**src/rtl/sr_bank_sched_if.sv**
```systemverilog
// Requester-side bus of the SR bank scheduler: per-requester request/address/command
// in, one-hot grant/done pulses and a reject flag out.
interface sr_bank_sched_if #(
  parameter int NREQ = 4,
  parameter int AW   = 3
);
  logic [NREQ-1:0]    req;
  logic [NREQ*AW-1:0] req_addr;
  logic [NREQ*2-1:0]  req_cmd;
  logic [NREQ-1:0]    gnt;
  logic [NREQ-1:0]    done;
  logic               err;

  modport master (output req, req_addr, req_cmd, input  gnt, done, err);
  modport slave  (input  req, req_addr, req_cmd, output gnt, done, err);
endinterface

```
**src/rtl/sr_bank_sched.sv**
```systemverilog
// Round-robin scheduler driving one-clock s/r pulses into a bank of SR master-slave cells.
// Optional macro SR_BANK_TOGGLE_EN: command 11 toggles the addressed cell instead of being rejected.
module sr_bank_sched #(
  parameter int NREQ     = 4,
  parameter int NBITS    = 8,
  parameter int AW       = 3,
  parameter int HOLD_CYC = 1
) (
  input  logic             clk,
  input  logic             rst,
  sr_bank_sched_if.slave   bus,
  output logic [NBITS-1:0] s,
  output logic [NBITS-1:0] r,
  input  logic [NBITS-1:0] qs
);
  localparam int PW = (NREQ > 1) ? $clog2(NREQ) : 1;

  localparam logic [1:0] CMD_RST = 2'b01;
  localparam logic [1:0] CMD_SET = 2'b10;
  localparam logic [1:0] CMD_TGL = 2'b11;

`ifdef SR_BANK_TOGGLE_EN
  localparam bit TOGGLE_EN = 1'b1;
`else
  localparam bit TOGGLE_EN = 1'b0;
`endif

  typedef enum logic [1:0] {IDLE, DRIVE, HOLD, DONE} state_t;

  state_t          state;
  logic [PW-1:0]   ptr;
  logic [PW-1:0]   winner;
  logic            lat_rej;
  logic [2:0]      hold_cnt;

  logic            pick_valid;
  logic [PW-1:0]   pick_idx;
  logic [AW-1:0]   pick_addr;
  logic [1:0]      pick_cmd;
  logic [NBITS-1:0] pick_sel;
  logic            pick_rej;
  logic [NBITS-1:0] pick_s;
  logic [NBITS-1:0] pick_r;

  // First requesting index at or after ptr, wrapping modulo NREQ.
  always_comb begin
    int idx;
    // NOTE: every always_comb output gets a default first, so no path can infer a latch.
    idx        = 0;
    pick_valid = 1'b0;
    pick_idx   = '0;
    for (int k = 0; k < NREQ; k++) begin
      idx = int'(ptr) + k;
      if (idx >= NREQ) idx = idx - NREQ;
      if (!pick_valid && bus.req[idx]) begin
        pick_valid = 1'b1;
        pick_idx   = PW'(idx);
      end
    end
    pick_addr = bus.req_addr[int'(pick_idx)*AW +: AW];
    pick_cmd  = bus.req_cmd[int'(pick_idx)*2 +: 2];
  end

  // An address with no matching cell decodes to an all-zero select and is rejected.
  always_comb begin
    pick_sel = '0;
    pick_s   = '0;
    pick_r   = '0;
    for (int b = 0; b < NBITS; b++) pick_sel[b] = (pick_addr == AW'(b));
    pick_rej = (pick_sel == '0) || (pick_cmd == CMD_TGL && !TOGGLE_EN);
    if (!pick_rej) begin
      case (pick_cmd)
        CMD_SET: pick_s = pick_sel;
        CMD_RST: pick_r = pick_sel;
        CMD_TGL: if ((qs & pick_sel) != '0) pick_r = pick_sel; else pick_s = pick_sel;
        default: ;
      endcase
    end
  end

  always_ff @(posedge clk or negedge rst) begin
    if (!rst) begin
      state    <= IDLE;
      ptr      <= '0;
      winner   <= '0;
      lat_rej  <= 1'b0;
      hold_cnt <= '0;
      bus.gnt  <= '0;
      bus.done <= '0;
      bus.err  <= 1'b0;
      s        <= '0;
      r        <= '0;
    end else begin
      // NOTE: all registered state uses non-blocking assignment so every register sees pre-edge values.
      case (state)
        IDLE: begin
          if (pick_valid) begin
            winner  <= pick_idx;
            lat_rej <= pick_rej;
            bus.gnt <= NREQ'(1) << pick_idx;
            s       <= pick_s;
            r       <= pick_r;
            state   <= DRIVE;
          end
        end
        DRIVE: begin
          bus.gnt  <= '0;
          s        <= '0;
          r        <= '0;
          ptr      <= (int'(winner) == NREQ - 1) ? '0 : winner + PW'(1);
          hold_cnt <= 3'd1;
          state    <= HOLD;
        end
        HOLD: begin
          if (hold_cnt == 3'(HOLD_CYC)) begin
            bus.done <= NREQ'(1) << winner;
            bus.err  <= lat_rej;
            state    <= DONE;
          end else begin
            hold_cnt <= hold_cnt + 3'd1;
          end
        end
        DONE: begin
          bus.done <= '0;
          bus.err  <= 1'b0;
          state    <= IDLE;
        end
        default: state <= IDLE;
      endcase
    end
  end
endmodule

```
**src/flat_wrapper.sv**
```systemverilog
// flat-port wrapper written by rule: the top's interface ports become plain ports
module sr_bank_sched_flat 
#(
  parameter int NREQ     = 4,
  parameter int NBITS    = 8,
  parameter int AW       = 3,
  parameter int HOLD_CYC = 1
)
  (clk, rst, s, r, qs, bus_req, bus_req_addr, bus_req_cmd, bus_gnt, bus_done, bus_err);
  sr_bank_sched_if #(.NREQ(NREQ), .AW(AW)) bus_i ();
  input  logic clk;
  input  logic rst;
  output logic [NBITS-1:0] s;
  output logic [NBITS-1:0] r;
  input  logic [NBITS-1:0] qs;
  input wire logic [$bits(bus_i.req)-1:0] bus_req;
  input wire logic [$bits(bus_i.req_addr)-1:0] bus_req_addr;
  input wire logic [$bits(bus_i.req_cmd)-1:0] bus_req_cmd;
  output wire logic [$bits(bus_i.gnt)-1:0] bus_gnt;
  output wire logic [$bits(bus_i.done)-1:0] bus_done;
  output wire logic [$bits(bus_i.err)-1:0] bus_err;
  assign bus_i.req = bus_req;
  assign bus_i.req_addr = bus_req_addr;
  assign bus_i.req_cmd = bus_req_cmd;
  assign bus_gnt = bus_i.gnt;
  assign bus_done = bus_i.done;
  assign bus_err = bus_i.err;
  sr_bank_sched #(.NREQ(NREQ), .NBITS(NBITS), .AW(AW), .HOLD_CYC(HOLD_CYC)) u_core (.clk(clk), .rst(rst), .bus(bus_i), .s(s), .r(r), .qs(qs));
endmodule
```
**config.mk**
```make
export PLATFORM = sky130hd
export DESIGN_NAME = sr_bank_sched_flat
export DESIGN_NICKNAME = d
export VERILOG_FILES = /design/src/rtl/sr_bank_sched_if.sv /design/src/rtl/sr_bank_sched.sv /design/src/flat_wrapper.sv
export SDC_FILE = /design/constraint.sdc
export NUM_CORES = 1
export LEC_CHECK = 0
export BUFFER_PORTS_ARGS = -buffer_cell sky130_fd_sc_hd__buf_2
export CAP_MARGIN = 10
export CORE_MARGIN = 1.5
export CORE_UTILIZATION = 49
export CTS_BUF_LIST = sky130_fd_sc_hd__clkbuf_8 sky130_fd_sc_hd__clkbuf_16
export CTS_CLUSTER_DIAMETER = 40
export DETAILED_ROUTE_END_ITERATION = 7
export GPL_ROUTABILITY_DRIVEN = 1
export PLACE_DENSITY = 0.77
export SLEW_MARGIN = 15
export SYNTH_ARGS = -nofsm -noshare
export SYNTH_HDL_FRONTEND = slang
export SYNTH_SLANG_ARGS = --single-unit
```
**constraint.sdc**
```tcl
create_clock -name clk -period 2.57 [get_ports clk]
set_input_delay 0.257 -clock clk [delete_from_list [all_inputs] [get_ports clk]]
set_output_delay 0.257 -clock clk [all_outputs]
set_load 0.02 [all_outputs]
```
# --- Word level (Yosys, flattened, before mapping) ---
# Cells that the tools add are included.
totals:
  ramBits: 0
  word_cells: 116
  rom_bits: 0
  ff_bits: 35
  latchBits: 0
  memories: 0
  input_bits: 34
  out_inout_bits: 25
op_classes:
  n_div: 0
  add_sub_neg: 9
  n_mul: 1
  shifts: 4
  n_reduce_logical: 19
  magnitude_cmp: 8
  eq_ne: 18
  bitwise: 1
  mux: 46
ops:
  columns: ["op", "count"]
  rows:
  - ["$lt A32 B4 Y1 const B", 4]
  - ["$mux W32", 4]
  - ["$ge A32 B4 Y1 const B", 3]
  - ["$sub A32 B4 Y32 const B", 3]
  - ["$pmux W8 S2", 4]
  - ["$mux W8", 6]
  - ["$shiftx A12 B32 Y3", 1]
  - ["$pmux W4 S2", 2]
  - ["$mux W2", 7]
  - ["$mux W1", 13]
  - ["$eq A3 B3 Y1 const B", 4]
  - ["$reduce_and A2 Y1", 5]
  - ["$and A8 B8 Y8", 1]
  - ["$bmux W1 S2", 4]
  - ["$eq A2 B2 Y1 const B", 4]
  - ["$logic_not A8 Y1", 1]
  - ["$mux W4", 2]
  - ["$pmux W2 S4", 1]
  - ["$reduce_bool A8 Y1", 1]
  - ["$shiftx A8 B4 Y2", 1]
  - ["$shl A1 B2 Y4 const A", 2]
  - ["$add A2 B2 Y3 const B", 2]
  - ["$eq A2 B1 Y1 const B", 3]
  - ["$eq A3 B1 Y1 const B", 2]
  - ["18 further kinds", 26]

# --- Longest topological paths before layout ---
# Gate-level depths: netlist of run 1.
depth:
  ltp_word: 25
  ltp_mapped: 7
  ltp_nobuf: 7

# --- Least setup slack after synthesis of run 1 ---
# Ideal clock, no wire load.
synth_timing:
  kind: "register -> register"
  start: "register u_core.ptr[1]"
  end: "register u_core.s[3]"
  required_time_ns: 2.460
  synth_period_minus_slack_ns: 2.169
  setup_slack_ns: 0.401
  stages_incl_launch_ff: 7
  arrival_ns: 2.059
  n_path_buf: 0
  setup_ns: 0.110
  cell_sequence: "dfrtp_1 -> nand2b_1 -> a21oi_1 -> o21ai_0 -> and3_4 -> or4_4 -> o41ai_1"
synth_between:
  elab_chain_len: 25
  elab_cells_between_ends: 65
  classes_between: "add/sub (7); mul (1); order compare (4); eq/ne (10); shift (2); mux (29); bitwise (1); reduce/logical (11)"
synth_rtl:
  columns: ["item", "line", "rtl"]
  rows:
  - ["start, declared", "sr_bank_sched.sv:31", "logic [PW-1:0] ptr;"]
  - ["start signal, assigned", "sr_bank_sched.sv:110", "ptr <= (int'(winner) == NREQ - 1) ? '0 : winner + PW'(1);"]
  - ["parallel branches: the longest is 25 deep, another holds $sub A32 B4 Y32", null, null]
  - ["end signal, assigned", "sr_bank_sched.sv:101", "s <= pick_s;"]
  - ["end, declared", "sr_bank_sched.sv:12", "output logic [NBITS-1:0] s,"]
# Parallel ways; which one is timed is not known. The select of a mux whose other input is x is not followed.
# A chain may end at the register's enable or synchronous reset.

# --- Worst setup path in the final report of run 1 ---
layout_timing:
  start: "register u_core.ptr[1]"
  end: "register u_core.r[7]"
layout_between:
  elab_chain_len: 25
  elab_cells_between_ends: 65
  classes_between: "add/sub (7); mul (1); order compare (4); eq/ne (10); shift (2); mux (29); bitwise (1); reduce/logical (11)"
layout_rtl:
  columns: ["item", "line", "rtl"]
  rows:
  - ["parallel branches: the longest is 25 deep, another holds $sub A32 B4 Y32", null, null]
  - ["end signal, assigned", "sr_bank_sched.sv:102", "r <= pick_r;"]
  - ["end, declared", "sr_bank_sched.sv:13", "output logic [NBITS-1:0] r,"]
# Parallel ways; which one is timed is not known. The select of a mux whose other input is x is not followed.

==> results of run 1 <==
## logic make-up (layout without fill, tap and decap cells)
| group | count (synthesis) | in the layout | share of synthesized area |
|---|---|---|---|
| AND/OR/NAND/NOR | 65 | 65 | 0.164 |
| AO/OA/AOI/OAI | 56 | 56 | 0.214 |
| flip-flops | 35 | 35 | 0.460 |
| multiplexers | 13 | 13 | 0.0703 |
| buffers and inverters | 13 | 69 | 0.0263 |
| adder cells (fa/ha/maj) | 10 | 10 | 0.0657 |
## through the flow
stage               instance area, um2  hold slack, ps  power, mW  utilization  instances
detailed placement                2220             390       2.00        0.601        288
CTS                               2320            68.6       2.46        0.629        296
global placement                  2220             386       1.98        0.601        288
finish                            2350            37.1       2.49        0.637        296
global route                      2350             115       2.68        0.637        296
floorplan                         1900           -38.6       1.66            -        192
## worst paths after layout
path                            slack [ps]                 end  cells past startpoint           from
max in group asynchronous             1990       u_core.ptr[1]                      1            rst
worst max-delay path                   220         u_core.r[7]                      6  u_core.ptr[1]
worst max register to register         220         u_core.r[7]                      6  u_core.ptr[1]
min in group clk                       370    u_core.winner[0]                      4     bus_req[1]
worst min register to register         470         u_core.r[6]                      2    u_core.r[6]
worst min-delay path                    40  u_core.hold_cnt[2]                      1            rst
## per-layer routing
metal,routed length (um),part of all wire
met5,0,0
met2,2210,0.50
met3,205,0.047
met1,1890,0.43
met4,68,0.016
## flip-flops by register name, summed over array words and instances, names as in the netlist, 2 cells and up
| name | count |
|---|---|
| u_core.hold_cnt | 3 |
| u_core.bus.gnt | 4 |
| u_core.r | 8 |
| u_core.ptr | 2 |
| u_core.s | 8 |
| u_core.bus.done | 4 |
| u_core.state | 2 |
| u_core.winner | 2 |
## what timing repair did
action / 4_1_cts / 5_1_grt
setup endpoints to repair: 0 / 15
setup buffers: 0 / 0
resized for setup: 0 / 6
## layout make-up
type / instances / area, um2
fill: 341 / 1340
multi-input combinational: 144 / 1000
sequential: 35 / 877
timing repair buffer: 53 / 273
clock buffer: 7 / 96.3
tap: 48 / 60.1
inverter: 8 / 30.0
clock inverter: 1 / 7.51
## layout by cell type, fill, tap and decap left out, types with 3 or more instances in the layout
cell,instances
clkbuf_8,7
nand3_1,12
o21ai_0,18
ha_1,10
mux2_2,3
o41ai_1,16
buf_4,3
nor2_1,4
buf_2,50
dfrtp_1,34
nand2_1,31
inv_1,8
a21oi_1,3
a32o_1,4
and3_1,3
nand2b_1,8
mux2i_1,9
## power groups by stage
stage / registers [mW] / logic (mW) / clock network [mW]
global route: 0.818 / 1.38 / 0.483
CTS: 0.792 / 1.21 / 0.463
global placement: 0.794 / 1.19 / 0
floorplan: 0.885 / 0.771 / 0
detailed placement: 0.799 / 1.20 / 0
finish: 0.801 / 1.23 / 0.455
==> metrics.txt, run 1 <==
latest clock arrival within the worst-skew pair=between 200 and 300 ps; Final Hold Viols=0; wire per inst=roughly 15 um; worst-path cell chain=nand2b_1 -> a21oi_2 -> o21ai_0 -> and3_1 -> or4_4 -> o41ai_1; Reg clk slew, reported paths=around 80 ps; syn nets=about 240; most frequent cell after synthesis=dfrtp_1; DIE HEIGHT=around 65 um; GRT busiest layer=met2; top cell type's share of synthesized area=0.460; Worst-Margin Slew=between 700 and 800 ps; met3 usage=0.0582; antenna violations before repair=0; max-slew violation count=0; GR Util met1=0.278; total number of vias=approximately 1700; Syn Area/Cell=9.92 um2; DRT iter0 DRCs=~120; crit path max-delay cell type=or4_4; Congestion Overflow GR=0; GRT met2 Usage=0.372; relative slew slack=0.477; FP Rows=22; Peak supply drop=just over 0.0005 V; io pins=59; Post-synth top flop=dfrtp_1; Lkg Pwr=around 1.2 nW; combinational share of power=0.496; Initial Utilization=0.516; share of cells above drive strength 1=0.302; critical path launch point type=flip-flop; worst path bufs/invs=0; Seq cells post-synth=35; clock power share=0.183; routability cong.=~0.86; CTS Buf Count=5; top cell type by total area after synthesis=dfrtp_1; Post-synth EDFFs=0; area delta synth->final=23.3%; top cells by area, synth=dfrtp_1 (46%), o41ai_1 (7.4%), ha_1 (6.6%); final worst-path cycle share=0.913; diode count=0; switching pwr=around 1.1 mW; first-pass GRT wire length=about 7300 um; post-synth cell types=31; Buffers on Ports=50; Setup Skew=5.90 ps; H-tree levels=2; vias in the first global route=around 1700; post-synthesis sequential area ratio=0.460; min cycle time layout=2350 ps; Place WS=between 150 and 200 ps; DRC viols=0; Data required, critical path=roughly 2800 ps; commonest cells in the netlist=dfrtp_1 (35), nand2_1 (31), o21ai_0 (19), o41ai_1 (16), nand3_1 (12); dpl hpwl=~3100 um; crit-path max FO=7; nets=between 200 and 300; Final WS setup=roughly 220 ps; yosys warns=0; CTS Hold Bufs=0; Flop pwr share=0.321; Core ar.=between 3000 and 4000 um2; WP data arrival=between 2000 and 3000 ps; antenna-violating nets left=0; cell internal pwr=roughly 1.4 mW; RSZ-0062 raised after global routing=no; DR pass1 iterations=4; TNS Setup=0 ps; via/cell ratio=around 5.8; Setup-failing EPs final=0; PD cells=1060 nW/um2; family with the most delay on the worst path=simple AND/OR/NAND/NOR gates; share of synthesized registers carrying an async set or reset=1.00; Max Clock Freq=0.426 GHz; Largest stage delay, worst path=510 ps; CTS tree=done; Longest Clk Path Bufs=2; Synth Instances=between 150 and 200; critical path class=flip-flop to flip-flop; die width=around 65 um; die area=4270 um2; clk sinks=35; status=finished clean; Tightest Hold Check Type=input port to asynchronous set/reset pin; largest net degree at the start of global routing=36; Post-Syn Area=approximately 1900 um2; Root Buffer=clkbuf_8; GRT Total Usage=0.226; Switching Share=0.442; final wirelength=between 4000 and 5000 um; crit end category=flip-flop; Max Cap Viol=0
No activity file was read; power rests on OpenSTA's default activity.
==> run 2, diff against run 1 <==
CORE_UTILIZATION = 51   (was 49)
PLACE_DENSITY = 0.8   (was 0.77)
==> run 2 against run 1 <==
Effect of this change:
- register-to-register slack worse by 50 ps
- global-route usage is 0.60 points lower
- sequential power is 1% lower
- non-clock buffer count stayed put
- critical path depth stayed put
- clock skew is 0.51 ps lower
- fmax is 2.1% lower
- die area is 3.7% lower
- worst setup slack worse by 51 ps
- largest cell class unchanged
- highest routed layer unchanged
==> metrics.txt, run 2 (synthesized netlist as in run 1, its figures left out) <==
Longest Clk Path Bufs=2 (unchanged); vias in the first global route=1573 (was 1670); Core ar.=3630 um2 (was 3690 um2); H-tree levels=2 (unchanged); Root Buffer=clkbuf_8 (unchanged); Tightest Hold Check Type=input port to asynchronous set/reset pin (unchanged); GRT Total Usage=0.220 (was 0.226); antenna violations before repair=0 (unchanged); Worst-Margin Slew=793 ps (was 784 ps); wire per inst=13.9 um (was 14.8 um); min cycle time layout=2400 ps (was 2350 ps); DIE HEIGHT=64.1 um (was 65.3 um); Peak supply drop=0.000451 V (was 0.000516 V); max-slew violation count=0 (unchanged); first-pass GRT wire length=6990 um (was 7330 um); nets=291 (unchanged); crit end category=flip-flop (unchanged); Setup Skew=5.40 ps (was 5.90 ps); dpl hpwl=2960 um (was 3070 um); Max Clock Freq=0.417 GHz (was 0.426 GHz); diode count=0 (unchanged); die width=64.1 um (was 65.3 um); Buffers on Ports=50 (unchanged); Reg clk slew, reported paths=70 ps (was 80 ps); area delta synth->final=21.2% (was 23.3%); critical path launch point type=flip-flop (unchanged); critical path class=flip-flop to flip-flop (unchanged); fillers=339 (was 341); via/cell ratio=5.65 (was 5.79); Data required, critical path=2740 ps (was 2750 ps); Largest stage delay, worst path=510 ps (about the same); Max Cap Viol=0 (unchanged); largest net degree at the start of global routing=36 (unchanged); Setup-failing EPs final=0 (unchanged); antenna-violating nets left=0 (unchanged); routability cong.=0.810 (was 0.860); share of cells above drive strength 1=0.287 (was 0.302); CTS tree=done (unchanged); largest registers=u_core.r: 8 flops, u_core.s: 8 flops (unchanged); Final Hold Viols=0 (unchanged); status=finished clean (unchanged); CTS Buf Count=5 (unchanged); commonest cells after routing, fill and taps aside=buf_2 (50), dfrtp_1 (35), nand2_1 (31), o21ai_0 (18), o41ai_1 (16) (was buf_2 (50), dfrtp_1 (34), nand2_1 (31), o21ai_0 (18), o41ai_1 (16)); final wirelength=4100 um (was 4370 um); clk sinks=35 (unchanged); latest clock arrival within the worst-skew pair=290 ps (about the same); die area=4110 um2 (was 4270 um2); Congestion Overflow GR=0 (unchanged); final total power=2.40 mW (was 2.49 mW); io pins=59 (unchanged); Initial Utilization=0.524 (was 0.516); total number of vias=1667 (was 1713); crit path max-delay cell type=or4_4 (unchanged); relative slew slack=0.471 (was 0.477); DRT iter0 DRCs=72 (was 117); FP Rows=22 (unchanged); Lkg Pwr=1.15 nW (about the same); worst-path cell chain=nand2b_1 -> a21oi_2 -> o21ai_0 -> and3_1 -> or4_4 -> o41ai_1 (unchanged); most common cell after layout, fill and taps aside=buf_2 (unchanged); hold_ws=50.3 ps (was 37.1 ps); DRC viols=0 (unchanged); crit-path max FO=7 (unchanged); PD cells=1040 nW/um2 (was 1060 nW/um2); final worst-path cycle share=0.933 (was 0.913); WP data arrival=2570 ps (was 2530 ps); CTS Hold Bufs=0 (unchanged); DR pass1 iterations=4 (unchanged)
run 2: changes by cell type in the layout (fill, tap and decap cells not counted):
| cell | before | now |
|---|---|---|
| mux2i_4 | 1 | 0 |
| o22ai_4 | 1 | 0 |
| nor2_2 | 1 | 0 |
| clkinvlp_4 | 1 | 0 |
| clkinv_2 | 0 | 1 |
| dfrtp_1 | 34 | 35 |
| o22ai_2 | 0 | 1 |
| mux2i_1 | 9 | 10 |
| nor2_1 | 4 | 5 |
| clkbuf_8 | 7 | 6 |
| dfrtp_2 | 1 | 0 |
run 2: critical path: cells and delay by family, from the launching register on:
kind | cells | cell delay (ps)
AO/OA/AOI/OAI | 3 | 850
flip-flops | 1 | 450
AND/OR/NAND/NOR | 3 | 980
run 2: area by class of cell:
| class | instances | area (um2) | share of cell area |
|---|---|---|---|
| Inverter | 8 | 30.0 | 0.0130 |
| Clock buffer | 6 | 82.6 | 0.0358 |
| Sequential cell | 35 | 876 | 0.379 |
| Tap cell | 48 | 60.1 | 0.0260 |
| Timing Repair Buffer | 53 | 273 | 0.118 |
| Clock inverter | 1 | 5.00 | 0.00217 |
| Multi-Input combinational cell | 144 | 982 | 0.425 |
run 2: what timing repair did:
action / 4_1_cts / 5_1_grt
setup buffers: 0 / 0
setup endpoints to repair: 0 / 4
resized for setup: 0 / 1
run 2: per-layer routing:
layer  track usage  share of wire  up-vias
met5             0              0        -
met4        0.0718          0.013        0
met3        0.0827          0.047        6
met2         0.362           0.49       42
met1         0.267           0.45      796
li1              -              -      823
run 2: power breakdown:
group          internal, mW  leakage (nW)  total [mW]  switching [mW]
Combinational         0.438         0.638        1.20           0.766
Clock                 0.210        0.0470       0.404           0.194
Sequential            0.690         0.465       0.789          0.0990
Total                  1.34          1.15        2.40            1.06
run 2: per-stage QoR:
step | setup slack, ps | util | instance area (um2) | instances | setup TNS, ps
after floorplan | 401 | - | 1900 | 192 | 0
after global placement | 254 | 0.610 | 2220 | 288 | 0
after detailed placement | 76.7 | 0.610 | 2220 | 288 | 0
after CTS | 84.8 | 0.634 | 2300 | 295 | 0
after global routing | -11.5 | 0.635 | 2310 | 295 | -11.5
final | 173 | 0.635 | 2310 | 295 | 0
run 2: path summary, 6_finish.rpt:
| check | startpoint | to | slack [ps] | cells past startpoint |
|---|---|---|---|---|
| setup / recovery | u_core.ptr[1] | u_core.s[3] | 170 | 6 |
| hold / removal | rst | u_core.hold_cnt[1] | 50 | 1 |
| setup reg to reg | u_core.ptr[1] | u_core.s[3] | 170 | 6 |
| hold reg to reg | u_core.bus.done[3] | u_core.bus.done[3] | 470 | 2 |
| max in group asynchronous | rst | u_core.s[1] | 2020 | 1 |
| min in group clk | bus_req[2] | u_core.winner[0] | 360 | 4 |
==> run 3, diff against run 2 <==
CORE_MARGIN = 10   (was 1.5)
==> run 3 against run 2 <==
Effect of this change:
- design area grew 0.60%
- critical path type unchanged
- largest cell class unchanged
- non-clock buffer count is the same
- utilization grew 0.38 points
- fmax grew 1.2%
- global-route usage shrank 7.5 points
- total power grew 1.7%
- clock power grew 5.9%
- sequential power is essentially flat
- sequential share of layout area shrank 0.22 points
- largest power group unchanged
- register-to-register slack gained 30 ps
- critical path depth is the same
- clock skew is essentially flat
==> metrics.txt, run 3 (synthesized netlist as in run 1, its figures left out) <==
H-tree levels=2 (unchanged); PD cells=1050 nW/um2 (was 1040 nW/um2); Tightest Hold Check Type=input port to asynchronous set/reset pin (unchanged); TNS Setup=0 ps (unchanged); CTS tree=done (unchanged); DR pass1 iterations=4 (unchanged); Congestion Overflow GR=0 (unchanged); antenna violations before repair=0 (unchanged); worst-path cell chain=mux2i_1 -> o22ai_2 -> o21ai_0 -> and3_4 -> or4_4 -> o41ai_1 (was nand2b_1 -> a21oi_2 -> o21ai_0 -> and3_1 -> or4_4 -> o41ai_1); clk sinks=35 (unchanged); Data required, critical path=2750 ps (was 2740 ps); Largest stage delay, worst path=560 ps (was 510 ps); Peak supply drop=0.000543 V (was 0.000451 V); crit-path max FO=8 (was 7); Reg clk slew, reported paths=70 ps (about the same); DRT iter0 DRCs=86 (was 72); Max Clock Freq=0.422 GHz (was 0.417 GHz); largest registers=u_core.r: 8 flops, u_core.s: 8 flops (unchanged); FP Rows=22 (unchanged); CTS Buf Count=5 (unchanged); relative slew slack=0.475 (was 0.471); DIE HEIGHT=81.1 um (was 64.1 um); RSZ-0062 raised after global routing=no; Root Buffer=clkbuf_8 (unchanged); vias in the first global route=1641 (was 1573); Reg2Reg Depth=6 (unchanged); latest clock arrival within the worst-skew pair=290 ps (about the same); Final WS setup=201 ps (was 173 ps); most common cell after layout, fill and taps aside=buf_2 (unchanged); routability cong.=0.819 (was 0.810); Longest Clk Path Bufs=2 (unchanged); io pins=59 (unchanged); area delta synth->final=21.9% (was 21.2%); hold_ws=49.3 ps (was 50.3 ps); Buffers on Ports=50 (unchanged); Lkg Pwr=1.15 nW (about the same); RR Startpoint=u_core.ptr[1] (unchanged); Setup Skew=4.93 ps (was 5.40 ps); DRC viols=0 (unchanged); Max Cap Viol=0 (unchanged); WP data arrival=2550 ps (was 2570 ps); final wirelength=4640 um (was 4100 um); Initial Utilization=0.524 (unchanged); nets=291 (unchanged); diode count=0 (unchanged); crit path max-delay cell type=or4_4 (unchanged); dpl hpwl=3460 um (was 2960 um); Crit Reg-Reg Endpoint=u_core.s[7] (was u_core.s[3]); min cycle time layout=2370 ps (was 2400 ps); Setup-failing EPs final=0 (unchanged); CTS Hold Bufs=0 (unchanged); final worst-path cycle share=0.922 (was 0.933); area post-placement=2220 um2 (unchanged); critical path class=flip-flop to flip-flop (unchanged); commonest cells after routing, fill and taps aside=buf_2 (50), dfrtp_1 (35), nand2_1 (31), o21ai_0 (18), o41ai_1 (16) (unchanged); Final Hold Viols=0 (unchanged); Finished Cell Area=2320 um2 (was 2310 um2); Worst-Margin Slew=787 ps (was 793 ps); Core ar.=3630 um2 (unchanged); crit end category=flip-flop (unchanged); GRT Total Usage=0.145 (was 0.220); total placed cells including tap cells=288 (unchanged); Layout Cells excl Fill=296 (was 295); die width=81.1 um (was 64.1 um); max-slew violation count=0 (unchanged); share of cells above drive strength 1=0.294 (was 0.287); reg2reg setup slack=200 ps (was 170 ps); Place WS=119 ps (was 76.7 ps); first-pass GRT wire length=7690 um (was 6990 um); total setup buffers inserted after CTS=0 (unchanged); critical path launch point type=flip-flop (unchanged); largest net degree at the start of global routing=36 (unchanged); final total power=2.44 mW (was 2.40 mW); wire per inst=15.7 um (was 13.9 um); via/cell ratio=5.56 (was 5.65); status=finished clean (unchanged); die area=6580 um2 (was 4110 um2); Final Core Density=0.639 (was 0.635); total number of vias=1645 (was 1667); antenna-violating nets left=0 (unchanged)
-- run 3: changes by cell type in the layout (fill, tap and decap cells not counted), sizes merged --
cell	change
clkinvlp	+1
-- run 3: what timing repair did --
| item | in CTS | in global routing |
|---|---|---|
| gates resized for setup | 0 | 2 |
| endpoints found under the hold margin | 0 | 0 |
| setup endpoints to repair | 0 | 8 |
-- run 3: routing by layer --
metal,track usage,vias to the layer above,part of all wire
met5,0,-,0
met4,0.0433,0,0.0090
met3,0.0508,4,0.072
met2,0.234,43,0.50
met1,0.179,775,0.42
li1,-,823,-
-- run 3: layout make-up --
cell class / count / area (um2)
fillers: 335 / 1310
multi-input cells: 144 / 985
flip-flops and latches: 35 / 876
repair buffers: 53 / 273
clock buffers: 6 / 82.6
well taps: 48 / 60.1
inverters: 8 / 30.0
clock inverters: 2 / 16.3
-- run 3: where the power goes --
group	internal, mW	switching, mW
Sequential	0.690	0.0981
Clock	0.219	0.210
Combinational	0.437	0.784
Total	1.35	1.09
-- run 3: how the worst max path moves through the flow --
stage | from | to
3_3_place_gp | u_core.ptr[1] | u_core.r[7]
3_5_place_dp | u_core.ptr[1] | u_core.r[7]
6_report | u_core.ptr[1] | u_core.s[7]
4_1_cts | u_core.ptr[1] | u_core.s[7]
2_1_floorplan | u_core.ptr[1] | u_core.s[3]
5_1_grt | u_core.ptr[1] | u_core.s[6]
-- run 3: worst max-delay path, delay by kind of cell, from the launching register on --
kind / cells / cell delay [ps]
AND/OR/NAND/NOR: 2 / 770
multiplexers: 1 / 180
flip-flops: 1 / 460
AO/OA/AOI/OAI: 3 / 850
